==> config.mk <==
export PLATFORM = sky130hd
export DESIGN_NAME = serial_subtractor
export DESIGN_NICKNAME = d
export VERILOG_FILES = /design/src/rtl/serial_subtractor.sv
export SDC_FILE = /design/constraint.sdc
export NUM_CORES = 1
export LEC_CHECK = 0
export ABC_CLOCK_PERIOD_IN_PS = 3000
export CORE_MARGIN = 2
export CORE_UTILIZATION = 35
export DETAILED_ROUTE_END_ITERATION = 12
export GPL_TIMING_DRIVEN = 0
export PLACE_DENSITY_LB_ADDON = 0.1
export REMOVE_ABC_BUFFERS = 1
export SETUP_SLACK_MARGIN = 0.15
export SYNTH_ARGS = -nofsm -noshare
export SYNTH_HDL_FRONTEND = slang
export SYNTH_SLANG_ARGS = --single-unit
==> constraint.sdc <==
create_clock -name clk -period 3 [get_ports clk]
set_input_delay 0.3 -clock clk [delete_from_list [all_inputs] [get_ports clk]]
set_output_delay 0.3 -clock clk [all_outputs]
set_load 0.02 [all_outputs]
==> src/rtl/serial_subtractor.sv <==
// serial_subtractor: bit-serial ripple-borrow subtractor computing a - b - b_in one bit per clock
module serial_subtractor #(
  parameter int N = 4
) (
  input  logic         clk,
  input  logic         rst_n,
  input  logic         start,
  input  logic [N-1:0] a,
  input  logic [N-1:0] b,
  input  logic         b_in,
  output logic         busy,
  output logic         done,
  output logic [N-1:0] diff,
  output logic         b_out
);
  localparam int CW = $clog2(N);
  typedef enum logic {IDLE, RUN} state_t;
  state_t state, state_nx;
  logic [N-1:0] sa, sb;
  logic [CW-1:0] cnt;
  logic br, d, br_nx, last;
  always_comb begin
    d = sa[0] ^ sb[0] ^ br;
    br_nx = (~sa[0] & sb[0]) | (~(sa[0] ^ sb[0]) & br);
    last = cnt == CW'(N - 1);
    state_nx = (state == IDLE) ? (start ? RUN : IDLE) : (last ? IDLE : RUN);
  end
  assign busy = state == RUN;
  always_ff @(posedge clk or negedge rst_n)
    if (!rst_n) state <= IDLE;
    else state <= state_nx;
  // the minuend register doubles as the result register: consumed bits leave at
  // the LSB while difference bits enter at the MSB
  always_ff @(posedge clk or negedge rst_n)
    if (!rst_n) begin
      sa <= '0;
      sb <= '0;
      br <= 1'b0;
      cnt <= '0;
      done <= 1'b0;
      diff <= '0;
      b_out <= 1'b0;
    end else begin
      done <= 1'b0;
      if (state == IDLE && start) begin
        sa <= a;
        sb <= b;
        br <= b_in;
        cnt <= '0;
      end else if (state == RUN) begin
        sa <= {d, sa[N-1:1]};
        sb <= sb >> 1;
        br <= br_nx;
        cnt <= last ? cnt : cnt + CW'(1);
        if (last) begin
          diff <= {d, sa[N-1:1]};
          b_out <= br_nx;
          done <= 1'b1;
        end
      end
    end
endmodule

# [Word-level counts from Yosys, hierarchy flattened]
# Cells that the tools add are included.
[word_totals] ff_bits=18 input_bits=12 wordCells=39 out_inout_bits=7
[op_classes] n_addsub=1 bitwise_logic=9 n_reduce_logical=4 n_eq_ne=2 mux=15
[ops] operator="4-bit two-way mux" n=4
[ops] operator="1-bit two-way mux" n=8
[ops] operator="2-bit two-way mux" n=3
[ops] operator="1-bit inverter" n=4
[ops] operator="3-bit AND reduction" n=1
[ops] operator="2-bit by 1-bit adder with 2-bit output (second input constant)" n=1
[ops] operator="1-bit bitwise AND" n=2
[ops] operator="2-bit equality test (second input constant)" n=1
[ops] operator="2-bit by 1-bit inequality test with 1-bit output (second input constant)" n=1
[ops] operator="2-bit AND reduction" n=1
[ops] operator="2-bit nonzero test" n=1
[ops] operator="1-bit bitwise XOR" n=2
[ops] operator="1-bit logical AND" n=1
[ops] operator="1-bit bitwise OR" n=1

# [Longest topological paths before layout]
[depth] ltp_word=6 mapped_depth=4 depth_no_buf=4

# [Least setup slack after synthesis]
# No wires, ideal clock.
[synth_timing] path_kind="reg-to-reg" startpoint="register cnt[0]" endpoint="register cnt[1]" path_stages_with_launch=4 arrival_time_ns=1.138 slack_ns=1.742 path_buffers=0 setup_time_ns=0.121 path_cell_list="dfrtp_1 > ha_1 > mux2_1 > a22o_1"
[synth_between] elab_chain_cells=4 word_cells_on_any_way=7
[synth_lines] item="from (decl)" line="20" source="logic [CW-1:0] cnt;"
[synth_lines] item="from (signal assigned)" line="54" source="cnt <= last ? cnt : cnt + CW'(1);"
[synth_lines] item="2-bit by 1-bit adder with 2-bit output" line="54"
[synth_lines] item="2-bit two-way mux" line="54"
[synth_lines] item="2-bit two-way mux" line="50" source="end else if (state == RUN) begin"
[synth_lines] item="2-bit two-way mux" line="45" source="if (state == IDLE && start) begin"
# Parallel ways exist; a longest one is shown, timed or not. The select of a mux whose other input is x is not followed.
# A chain may end at the register's enable or synchronous reset.

# [Worst setup path after layout]
[layout_timing] startpoint="register state (netlist: busy)" endpoint="output busy"
[layout_lines] item="from (decl)" line="18" source="state_t state, state_nx;"
[layout_lines] item="from (signal assigned)" line="31" source="else state <= state_nx;"
[layout_lines] item="to (decl)" line="11" source="output logic busy,"
# No word-level cell between the ends.

==> results.md <==
* Dpl cells at 109
* H-tree Lvls at 1
* FF-to-FF Start: busy
* Die H at between 50 and 60 um
* Starting Density at 0.367
* Fin nets at 100
* Crit start category: flop
* Fin Hold WS at ~0.48 ns
* Final GP Congestion at between 0.7 and 0.8
* Combined area of all synthesized cells at ~810 um^2
* Port bufs at 18
* Initial antenna violation count at 0
* Status: completed
* FF+latch count, synth at 18
* Vias at ~530
* Max Freq at 469 MHz
* Vias in the first global route at around 550
* Die width at 52.2 um
* Post-route ant nets at 0
* Post-synth cell types at 19
* Slew Viols, Final at 0
* Sequential-to-total area share from yosys stat at 0.555
* Clock Latency Late Sink at around 0.28 ns
* Number of hold violations in the final report at 0
* Register area at between 400 and 500 um^2
* Share of layout cells above drive strength 1 at 0.119
* N_diodes at 0
* Power, Total at roughly 990 uW
* Initial DRC Count at 0
* Hold Crit Class: in2async
* First-pass GRT wire length at ~2.3 mm
* DIE AREA at 0.00272 mm^2
* Tightest Pin Transition at just over 0.8 ns
* Power Density at 969 mW/mm^2
* Post-CTS resize count at 0
* CTS Buffer Depth at 2
* Drc violations at 0
* CP max stage cell: dfrtp_1
* Relative slew margins at 0.453
* Setup crit end kind: primary output
* Crit-path cells: clkdlybuf4s50_1
* Yosys top cell by area: dfrtp_1
* Avg WL per Cell at about 12 um
* Worst EP required at between 2 and 3 ns
* P_leak at between 0.4 and 0.5 nW
* CTS Root Cell: clkbuf_4
* Syn-to-layout area delta at 26.3%
* Synth area leaders: dfrtp_1, mux2i_1, mux2_4, o21ai_0, nand2_1
* Final Worst Setup Slack at 0.867 ns
* Core Rows at 17
* CP top delay family: flip-flops
* Skew final at roughly 0.0028 ns
* Unrepaired setup endpoints after global routing: no
* Worst path bufs/invs at 1
* Max VDD drop at around 0.00045 V
* Post-synthesis cell count at 66
* Hold_buf cts at 0
* Number of I/O pins at 19
* CTS sink count at 18
* Final setup viols at 0
* 1st-pass router iterations at 1
* Crit path DAT at roughly 1.8 ns
* Final min period at about 2.1 ns
* Remaining global-route overflow at 0
* TritonCTS Buffers at 3
* Top cell type's share of synthesized area at 0.555
* Reg2Reg Setup Slack at between 1.5 and 2 ns
* YS warnings at 0
* Post-CTS setup repair buffer count at 0
* FILL cells at ~220
* HPWL after DPL at roughly 950 um
* Worst flop-to-flop path endpoint: diff[2]
* Max Fanout on Critical Path at 23
* Fin crit share at 0.711
* Core area at 0.00221 mm^2
* Instance count on the critical path at 1
* Largest net degree at the start of global routing at 24
* Max incr delay on CP at a little over 0.8 ns
* Cell Count, Final, Fillers Out at roughly 110
* WL final at 1.37 mm
* Mean area per synthesized cell at approximately 12 um^2
* Crit Path Class: reg2out
* R2R cell count at 2
* CTS tree: built
* Max Cap Viol at 0
* Post-place setup slack at around 1.2 ns
* Setup_tns at 0 ns
* Vias/cell at roughly 4.7
* Gr usage total at 0.123
* Clk slew on worst S/H paths at ~0.09 ns
* Multi-input gate area at about 320 um^2
[registers in the layout (all words and copies together), names as in the netlist]
register  cells
diff          4
sa            4
sb            4
cnt           2
b_out         1
br            1
busy          1
done          1
[cell type report]
cell class	instances	share of cell area
timing repair buffer	18	0.176
multi-input combinational	41	0.315
tap	28	0.0341
clock buffer	3	0.0220
sequential	18	0.439
inverter	4	0.0146
[power breakdown]
part | total, mW | switching (mW) | internal, mW
Clock | 0.115 | 0.0689 | 0.0466
Combinational | 0.429 | 0.190 | 0.239
Sequential | 0.449 | 0.0964 | 0.353
Total | 0.994 | 0.355 | 0.639
[worst max-delay path by stage]
stage	to	slack (ns)	startpoint
floorplan	diff[3]	1.64	busy
CTS	busy	0.85	busy
finish	busy	0.87	busy
detailed placement	busy	1.19	busy
global route	busy	0.76	busy
global placement	busy	1.18	busy
[placed cells by master (no fill, tap or decap)]
cell	instances
dfrtp_1	18
clkdlybuf4s50_1	18
nand2_1	8
ha_1	1
a21oi_2	2
inv_1	4
nand2_4	1
clkbuf_4	3
mux2_4	4
fa_1	1
a211oi_1	1
mux2i_1	8
a21oi_1	2
a22o_1	1
mux2_1	1
nor2_1	2
o21ai_0	8
nor2b_1	1
[Yosys cell counts]
| cell | instances |
|---|---|
| buf_2 | 1 |
| buf_4 | 1 |
| o21ai_0 | 8 |
| nor2_1 | 2 |
| dfrtp_1 | 18 |
| inv_1 | 4 |
| mux2_1 | 1 |
| a21oi_1 | 2 |
| ha_1 | 1 |
| fa_1 | 1 |
| a21oi_2 | 2 |
| mux2i_1 | 8 |
| a22o_1 | 1 |
| a211oi_1 | 1 |
| buf_6 | 1 |
| nand2_1 | 8 |
| nand2_4 | 1 |
| nor2b_1 | 1 |
| mux2_4 | 4 |
[kinds of logic after synthesis]
kind of cell,synth area share
compound gates,0.103
fa+ha+maj,0.0401
simple gates,0.0678
mux,0.186
buf+inv,0.0478
flops,0.555
[through the flow]
stage | instance area, um^2 | utilization
after floorplan | 788 | -
after global placement | 1000 | 0.454
after detailed placement | 1000 | 0.454
after CTS | 1030 | 0.464
after global routing | 1030 | 0.464
final | 1030 | 0.464
[routing by layer]
metal | GRT usage | vias to the layer above | wire length (um)
met5 | 0 | - | 0
met4 | 0.0897 | 0 | 36
met3 | 0.0316 | 4 | 92
met2 | 0.188 | 17 | 586
met1 | 0.148 | 249 | 658
li1 | - | 258 | -
Power figures use the tool's default switching activity.
